[config.mk]
export PLATFORM = sky130hd
export DESIGN_NAME = multicycle_control
export DESIGN_NICKNAME = d
export VERILOG_FILES = /design/src/rtl/multicycle_control.sv
export SDC_FILE = /design/constraint.sdc
export NUM_CORES = 1
export LEC_CHECK = 0
export CORE_UTILIZATION = 40
export CTS_CLUSTER_DIAMETER = 100
export DETAILED_ROUTE_END_ITERATION = 8
export GPL_ROUTABILITY_DRIVEN = 0
export GPL_TIMING_DRIVEN = 0
export PLACE_DENSITY = 0.78
export SYNTH_ARGS = -nofsm -noshare
export SYNTH_HDL_FRONTEND = slang
export SYNTH_SLANG_ARGS = --single-unit
export TNS_END_PERCENT = 100
[constraint.sdc]
create_clock -name clk -period 2.4 [get_ports clk]
set_clock_uncertainty 0.1 [all_clocks]
set_input_delay 0.48 -clock clk [delete_from_list [all_inputs] [get_ports clk]]
set_output_delay 0.48 -clock clk [all_outputs]
set_load 0.02 [all_outputs]
[src/rtl/multicycle_control.sv]
// Main control FSM for the multicycle MIPS core: sequences fetch/decode/execute/memory/writeback
// and decodes every datapath select and write-enable from the state register.
module multicycle_control #(
    parameter bit HALT_ON_ILLEGAL = 1'b1
) (
    input  logic       clk,
    input  logic       rst_n,
    input  logic [5:0] opcode,
    input  logic       memReady,
    output logic       pcWrite,
    output logic       pcWriteCond,
    output logic       iorD,
    output logic       memRead,
    output logic       memWrite,
    output logic       irWrite,
    output logic       memToReg,
    output logic       regDst,
    output logic       regWrite,
    output logic       aluSrcA,
    output logic [1:0] aluSrcB,
    output logic [1:0] aluOp,
    output logic [1:0] pcSource,
    output logic       halted,
    output logic [3:0] stateOut
);

    typedef enum logic [3:0] {
        S_FETCH     = 4'd0,
        S_DECODE    = 4'd1,
        S_MEM_ADDR  = 4'd2,
        S_MEM_READ  = 4'd3,
        S_MEM_WB    = 4'd4,
        S_MEM_WRITE = 4'd5,
        S_R_EXEC    = 4'd6,
        S_R_WB      = 4'd7,
        S_BRANCH    = 4'd8,
        S_JUMP      = 4'd9,
        S_ADDI_EXEC = 4'd10,
        S_ADDI_WB   = 4'd11,
        S_ILLEGAL   = 4'd15
    } state_t;

    localparam logic [5:0] OP_RTYPE = 6'b000000;
    localparam logic [5:0] OP_LW    = 6'b100011;
    localparam logic [5:0] OP_SW    = 6'b101011;
    localparam logic [5:0] OP_BEQ   = 6'b000100;
    localparam logic [5:0] OP_J     = 6'b000010;
    localparam logic [5:0] OP_ADDI  = 6'b001000;

    state_t r_state;

    always_ff @(posedge clk or negedge rst_n) begin
        if (!rst_n) begin
            r_state <= S_FETCH;
        end else begin
            case (r_state)
                S_FETCH:     r_state <= memReady ? S_DECODE : S_FETCH;
                S_DECODE: begin
                    case (opcode)
                        OP_RTYPE:      r_state <= S_R_EXEC;
                        OP_LW, OP_SW:  r_state <= S_MEM_ADDR;
                        OP_BEQ:        r_state <= S_BRANCH;
                        OP_J:          r_state <= S_JUMP;
                        OP_ADDI:       r_state <= S_ADDI_EXEC;
                        default:       r_state <= HALT_ON_ILLEGAL ? S_ILLEGAL : S_FETCH;
                    endcase
                end
                S_MEM_ADDR:  r_state <= (opcode == OP_SW) ? S_MEM_WRITE : S_MEM_READ;
                S_MEM_READ:  r_state <= memReady ? S_MEM_WB : S_MEM_READ;
                S_MEM_WB:    r_state <= S_FETCH;
                S_MEM_WRITE: r_state <= memReady ? S_FETCH : S_MEM_WRITE;
                S_R_EXEC:    r_state <= S_R_WB;
                S_R_WB:      r_state <= S_FETCH;
                S_BRANCH:    r_state <= S_FETCH;
                S_JUMP:      r_state <= S_FETCH;
                S_ADDI_EXEC: r_state <= S_ADDI_WB;
                S_ADDI_WB:   r_state <= S_FETCH;
                S_ILLEGAL:   r_state <= S_ILLEGAL;
                default:     r_state <= S_FETCH;
            endcase
        end
    end

    // Pure state decode; only FETCH looks at memReady so IR load and PC+4 share the completing edge.
    always_comb begin
        pcWrite     = 1'b0;
        pcWriteCond = 1'b0;
        iorD        = 1'b0;
        memRead     = 1'b0;
        memWrite    = 1'b0;
        irWrite     = 1'b0;
        memToReg    = 1'b0;
        regDst      = 1'b0;
        regWrite    = 1'b0;
        aluSrcA     = 1'b0;
        aluSrcB     = 2'b00;
        aluOp       = 2'b00;
        pcSource    = 2'b00;
        halted      = 1'b0;
        case (r_state)
            S_FETCH: begin
                memRead = 1'b1;
                aluSrcB = 2'b01;
                irWrite = memReady;
                pcWrite = memReady;
            end
            S_DECODE: aluSrcB = 2'b11;
            S_MEM_ADDR, S_ADDI_EXEC: begin
                aluSrcA = 1'b1;
                aluSrcB = 2'b10;
            end
            S_MEM_READ: begin
                memRead = 1'b1;
                iorD    = 1'b1;
            end
            S_MEM_WB: begin
                regWrite = 1'b1;
                memToReg = 1'b1;
            end
            S_MEM_WRITE: begin
                memWrite = 1'b1;
                iorD     = 1'b1;
            end
            S_R_EXEC: begin
                aluSrcA = 1'b1;
                aluOp   = 2'b10;
            end
            S_R_WB: begin
                regWrite = 1'b1;
                regDst   = 1'b1;
            end
            S_BRANCH: begin
                aluSrcA     = 1'b1;
                aluOp       = 2'b01;
                pcWriteCond = 1'b1;
                pcSource    = 2'b01;
            end
            S_JUMP: begin
                pcWrite  = 1'b1;
                pcSource = 2'b10;
            end
            S_ADDI_WB: regWrite = 1'b1;
            S_ILLEGAL: halted = 1'b1;
            default: ;
        endcase
    end

    assign stateOut = r_state;

endmodule

# Word-level counts from Yosys, hierarchy flattened

Cells that the tools add are included.
Widths: inputs -> output; s select.

Flip-flop bits (word level): 4
Input bits: 9
Output and inout port bits: 21
Logic and storage cells: 46

Equality and inequality tests: 17
Muxes and demuxes: 20
Reductions and logical operators: 8

Operators by type and width:

| cell               | count |
|---|---|
| $pmux 4 s8         | 1 |
| $eq 4x4->1 const B | 5 |
| $pmux 4 s5         | 1 |
| $eq 4x3->1 const B | 4 |
| $eq 6x6->1 const B | 2 |
| $mux 1             | 11 |
| $mux 3             | 3 |
| $eq 4x2->1 const B | 2 |
| $pmux 2 s2         | 2 |
| $reduce_or 2->1    | 4 |
| $eq 6x2->1 const B | 1 |
| $eq 6x3->1 const B | 1 |
| $eq 6x4->1 const B | 1 |
| $logic_not 6->1    | 1 |
| $pmux 2 s3         | 1 |
| $eq 4x1->1 const B | 1 |
| $logic_not 4->1    | 1 |
| $reduce_or 4->1    | 1 |
| $reduce_or 3->1    | 1 |
| $pmux 1 s2         | 1 |

# Depth between registers and ports, before layout

Depth after elaboration: 4
Depth in mapped cells: 5
Mapped depth without buffers: 4

# Worst setup path after synthesis

No wires, ideal clock.

Kind: register to output
Start: reg r_state[0] (netlist: stateOut[0])
End: out aluOp[0]
Data arrival time: 1.723 ns
Required time: 1.820 ns
Path slack: 0.097 ns
Stages on the path, launching flop included: 5
Buffers on the path: 3
Cells stage by stage: dfrtp_1 > clkbuf_1 > clkbuf_1 > nor3_1 > buf_4

Word-level cells in the longest chain between the ends: 2
Elaborated cells on any way between the ends: 3
Classes of those cells: 2 x eq/ne; 1 x mux

RTL lines:

| item                                            | RTL line | text |
|---|---|---|
| start: declaration                              | 50       | `state_t r_state;` |
| start signal: assignment                        | 57       | `S_FETCH: r_state <= memReady ? S_DECODE : S_FETCH;` |
| start signal: assignment                        | 65       | `default: r_state <= HALT_ON_ILLEGAL ? S_ILLEGAL : S_FETCH;` |
| start signal: assignment                        | 68       | `S_MEM_ADDR: r_state <= (opcode == OP_SW) ? S_MEM_WRITE : S_MEM_READ;` |
| $eq 4x4->1 / $eq 4x3->1 (equally long branches) | 100      | `case (r_state)` |
| $pmux 2 s2 *                                    | 100      |  |
| end: declaration                                | 21       | `output logic [1:0] aluOp,` |

Mark *: on every way between the ends. The rest lies on a longest branch, timed or not.

# Worst setup path after layout

Start: reg r_state[3] (netlist: stateOut[3])
End: out regWrite

Word-level cells in the longest chain between the ends: 3
Elaborated cells on any way between the ends: 5
Classes of those cells: 3 x eq/ne; 1 x mux; 1 x reduce/logical

RTL lines:

| item                                            | RTL line | text |
|---|---|---|
| $eq 4x4->1 / $eq 4x3->1 (equally long branches) | 100      |  |
| $reduce_or 3->1 (no source line) *              | -        |  |
| $mux 1 *                                        | 100      |  |
| end: declaration                                | 18       | `output logic regWrite,` |

Marked as above.

==> results.md <==
| Metric | Value | Unit |
|---|---|---|
| Initial standard-cell utilization of the core | 42.8 | % |
| Skew-Pair Late Insertion Delay | 0.23 | ns |
| Post-synth net total | 86 | - |
| Sequential-to-total area share from yosys stat | 18.2 | % |
| Number of vias in the routed layout | 679 | - |
| CTS Hold Buffers Added | 0 | - |
| Placeable core area | 1280 | um^2 |
| Chip Width | 39.1 | um |
| Initial antenna violation count | 0 | - |
| Clock net sink count | 4 | - |
| Via count of the first global-routing pass | 572 | - |
| Max reg flops | 4 | - |
| Worst Hold Slack | 0.356 | ns |
| F_max | 435 | MHz |
| Total global routing overflow | 0 | - |
| Run status | completed | - |
| First-pass GRT wire length | 2390 | um |
| Share of flip-flops with an asynchronous set or reset after synthesis | 100 | % |
| Worst stage delay on the critical path | 0.37 | ns |
| Final cell count without fillers | 122 | - |
| Layout cell share with drive strength beyond 1 | 21.5 | % |
| Die area | 1530 | um^2 |
| Die extent in y | 39.1 | um |
| Final-layout setup total negative slack | 0 | ns |
| Routed WL | 1490 | um |
| Buffers plus inverters on the worst setup path | 2 | - |
| Most common library cells after synthesis | sky130_fd_sc_hd__nor2_1, sky130_fd_sc_hd__nor3_1, sky130_fd_sc_hd__a21oi_1 | - |
| Reported max-cap violation count | 0 | - |
| Cell Count Post-Placement | 120 | - |
| Crit path capture type | primary output | - |
| Cell taking the most area after synthesis | sky130_fd_sc_hd__dfrtp_1 | - |
| Critical path class | reg -> out | - |
| Cell chain of the critical path | buf_2 -> nand2b_2 -> a21oi_1 -> or2_2 -> dlygate4sd2_1 | - |
| Maximum number of pins on one net before global-route repair | 11 | - |
| Worst IR Drop VDD | 0.451 | mV |
| Top cells by area in the synthesized netlist | sky130_fd_sc_hd__dfrtp_1, sky130_fd_sc_hd__nor3_1, sky130_fd_sc_hd__nor2_1 | - |
| First-pass iteration count of the detailed router | 3 | - |
| Count of endpoints failing setup in the final report | 0 | - |
| Number of buffers inserted during clock tree synthesis | 3 | - |
| Crit path max-delay family | buffers and inverters | - |
| I/O pin cnt | 30 | - |
| Count of cell types in the netlist | 33 | - |
| Min-delay worst type | in -> async | - |
| Hold violation total from the final report | 0 | - |
| Post-synth EDFFs | 0 | - |
| Total design power | 1.09 | mW |
| Buffer levels on the longest clock path | 2 | - |
| Min cycle time layout | 2.30 | ns |
| Logic depth of the worst register-to-register path | 5 | - |
| Post-synthesis area per instance | 7.15 | um^2 |
| Crit Path Max Fanout | 10 | - |
| All-layer global routing usage | 22.7 | % |
| Areal power density over the cells | 1230 | nW/um^2 |
| Via density per instance | 5.57 | - |
| Arrival time of data at the critical path endpoint | 1.72 | ns |
| Half-perimeter wire length of the detailed placement result | 1160 | um |
| Total standard cell area after synthesis | 551 | um^2 |
| Number of routed nets with antenna violations | 0 | - |
| Detailed router's first-iteration violation count | 13 | - |
| Antenna diode instance count | 0 | - |
| Clock Root Buffer | sky130_fd_sc_hd__clkbuf_4 | - |
| Count of H-tree levels built during CTS | 1 | - |
| Setup repair after global routing missed its margin | false | - |
| Most common cell in the netlist | sky130_fd_sc_hd__nor2_1 | - |
| TritonCTS clock tree | built | - |
| Cell count after synthesis | 77 | - |
| Most frequently used flop master after synthesis | sky130_fd_sc_hd__dfrtp_1 | - |
| Count of cell instances traversed by the critical path | 5 | - |
| Number of synthesized register bits | 4 | - |
| Crit share post-route | 95.8 | % |
| CP max stage cell | sky130_fd_sc_hd__dfrtp_1 | - |
| Wire length per cell | 12.2 | um |
| IO Port Bufs | 28 | - |
| Static Leakage | 0.461 | nW |
| Synth-to-Final Area Change | 60.7 | % |
| Count of standard-cell rows | 13 | - |
| Pins over their slew limit | 0 | - |
| Share of Yosys cell area claimed by the top area cell type | 18.2 | % |
| Yosys warnings | 0 | - |
| Remaining routing DRC violations | 0 | - |
| Kind of start point of the critical path | flip-flop | - |
| Max-slew headroom | 75.3 | % |
| Worst EP required | 1.82 | ns |
| Number of nets in the layout | 118 | - |
| Worst-margin pin slew | 0.366 | ns |
| Clk slew on worst S/H paths | 0.04 | ns |
placed cells by master (no fill, tap or decap), types with 4 or more instances in the layout:
cell type                         instances
sky130_fd_sc_hd__nor2_1                   9
sky130_fd_sc_hd__clkdlybuf4s50_1         12
sky130_fd_sc_hd__dlymetal6s2s_1           5
sky130_fd_sc_hd__dlygate4sd2_1           10
sky130_fd_sc_hd__nor3_1                   5
sky130_fd_sc_hd__nand2b_1                 4
sky130_fd_sc_hd__nand2_1                  5
sky130_fd_sc_hd__a21oi_1                  6
sky130_fd_sc_hd__clkbuf_4                 5
layer usage:
layer	global-route usage, %	up-vias	share of wire [%]
met2	37.5	23	50
met4	10.3	0	1.0
met1	28.6	312	45
met5	0	-	0
met3	3.47	2	3.2
li1	-	342	-
worst paths after layout:
path	from	to	slack, ns
worst min register to register	stateOut[3]$_DFF_PN0_	stateOut[3]$_DFF_PN0_	0.61
worst min-delay path	rst_n	stateOut[2]$_DFF_PN0_	0.36
min in group clk	opcode[2]	stateOut[2]$_DFF_PN0_	0.61
worst max-delay path	stateOut[3]$_DFF_PN0_	regWrite	0.10
worst max register to register	stateOut[3]$_DFF_PN0_	stateOut[2]$_DFF_PN0_	0.86
max in group asynchronous	rst_n	stateOut[0]$_DFF_PN0_	1.64
report_power, final:
| part | internal [mW] | switching [mW] | total, mW | leakage (nW) |
|---|---|---|---|---|
| Clock | 0.0560 | 0.0277 | 0.0836 | 0.0138 |
| Sequential | 0.102 | 0.0493 | 0.151 | 0.0490 |
| Combinational | 0.376 | 0.480 | 0.856 | 0.399 |
worst reg2reg max path, cell delays in order, from the launching register on:
cell and delay, ns:
sky130_fd_sc_hd__dfrtp_1 0.39, sky130_fd_sc_hd__buf_2 0.18, sky130_fd_sc_hd__or3b_2 0.49, sky130_fd_sc_hd__nand3_1 0.09, sky130_fd_sc_hd__o211ai_1 0.11, sky130_fd_sc_hd__o211ai_1 0.10
per-stage QoR:
stage	area, um^2	setup slack [ns]	util [%]
after global routing	885	0.0185	68.8
after CTS	872	0.00801	67.9
after detailed placement	850	-0.438	66.1
after global placement	850	-0.432	66.1
after floorplan	551	0.0967	-
final	885	0.102	68.8
cell type report:
class / instances / area (um^2)
plain buffers: 7 / 45.0
clock buffers: 3 / 22.5
fillers: 135 / 400
inverters: 1 / 3.75
multi-input cells: 64 / 418
flip-flops and latches: 4 / 101
well taps: 15 / 18.8
repair buffers: 28 / 275
what timing repair did:
item | in CTS | in global routing
pin swaps | 0 | 0
gates resized for setup | 23 | 5
buffers inserted | 0 | 0
endpoints found under the setup margin | 13 | 6
cell families after synthesis:
kind of cell / after synthesis / synth area share, %
AO/OA/AOI/OAI: 19 / 25.0
XOR/XNOR: 3 / 4.77
buffers and inverters: 9 / 8.18
flip-flops: 4 / 18.2
AND/OR/NAND/NOR: 42 / 43.9
No activity file was read; power rests on OpenSTA's default activity.
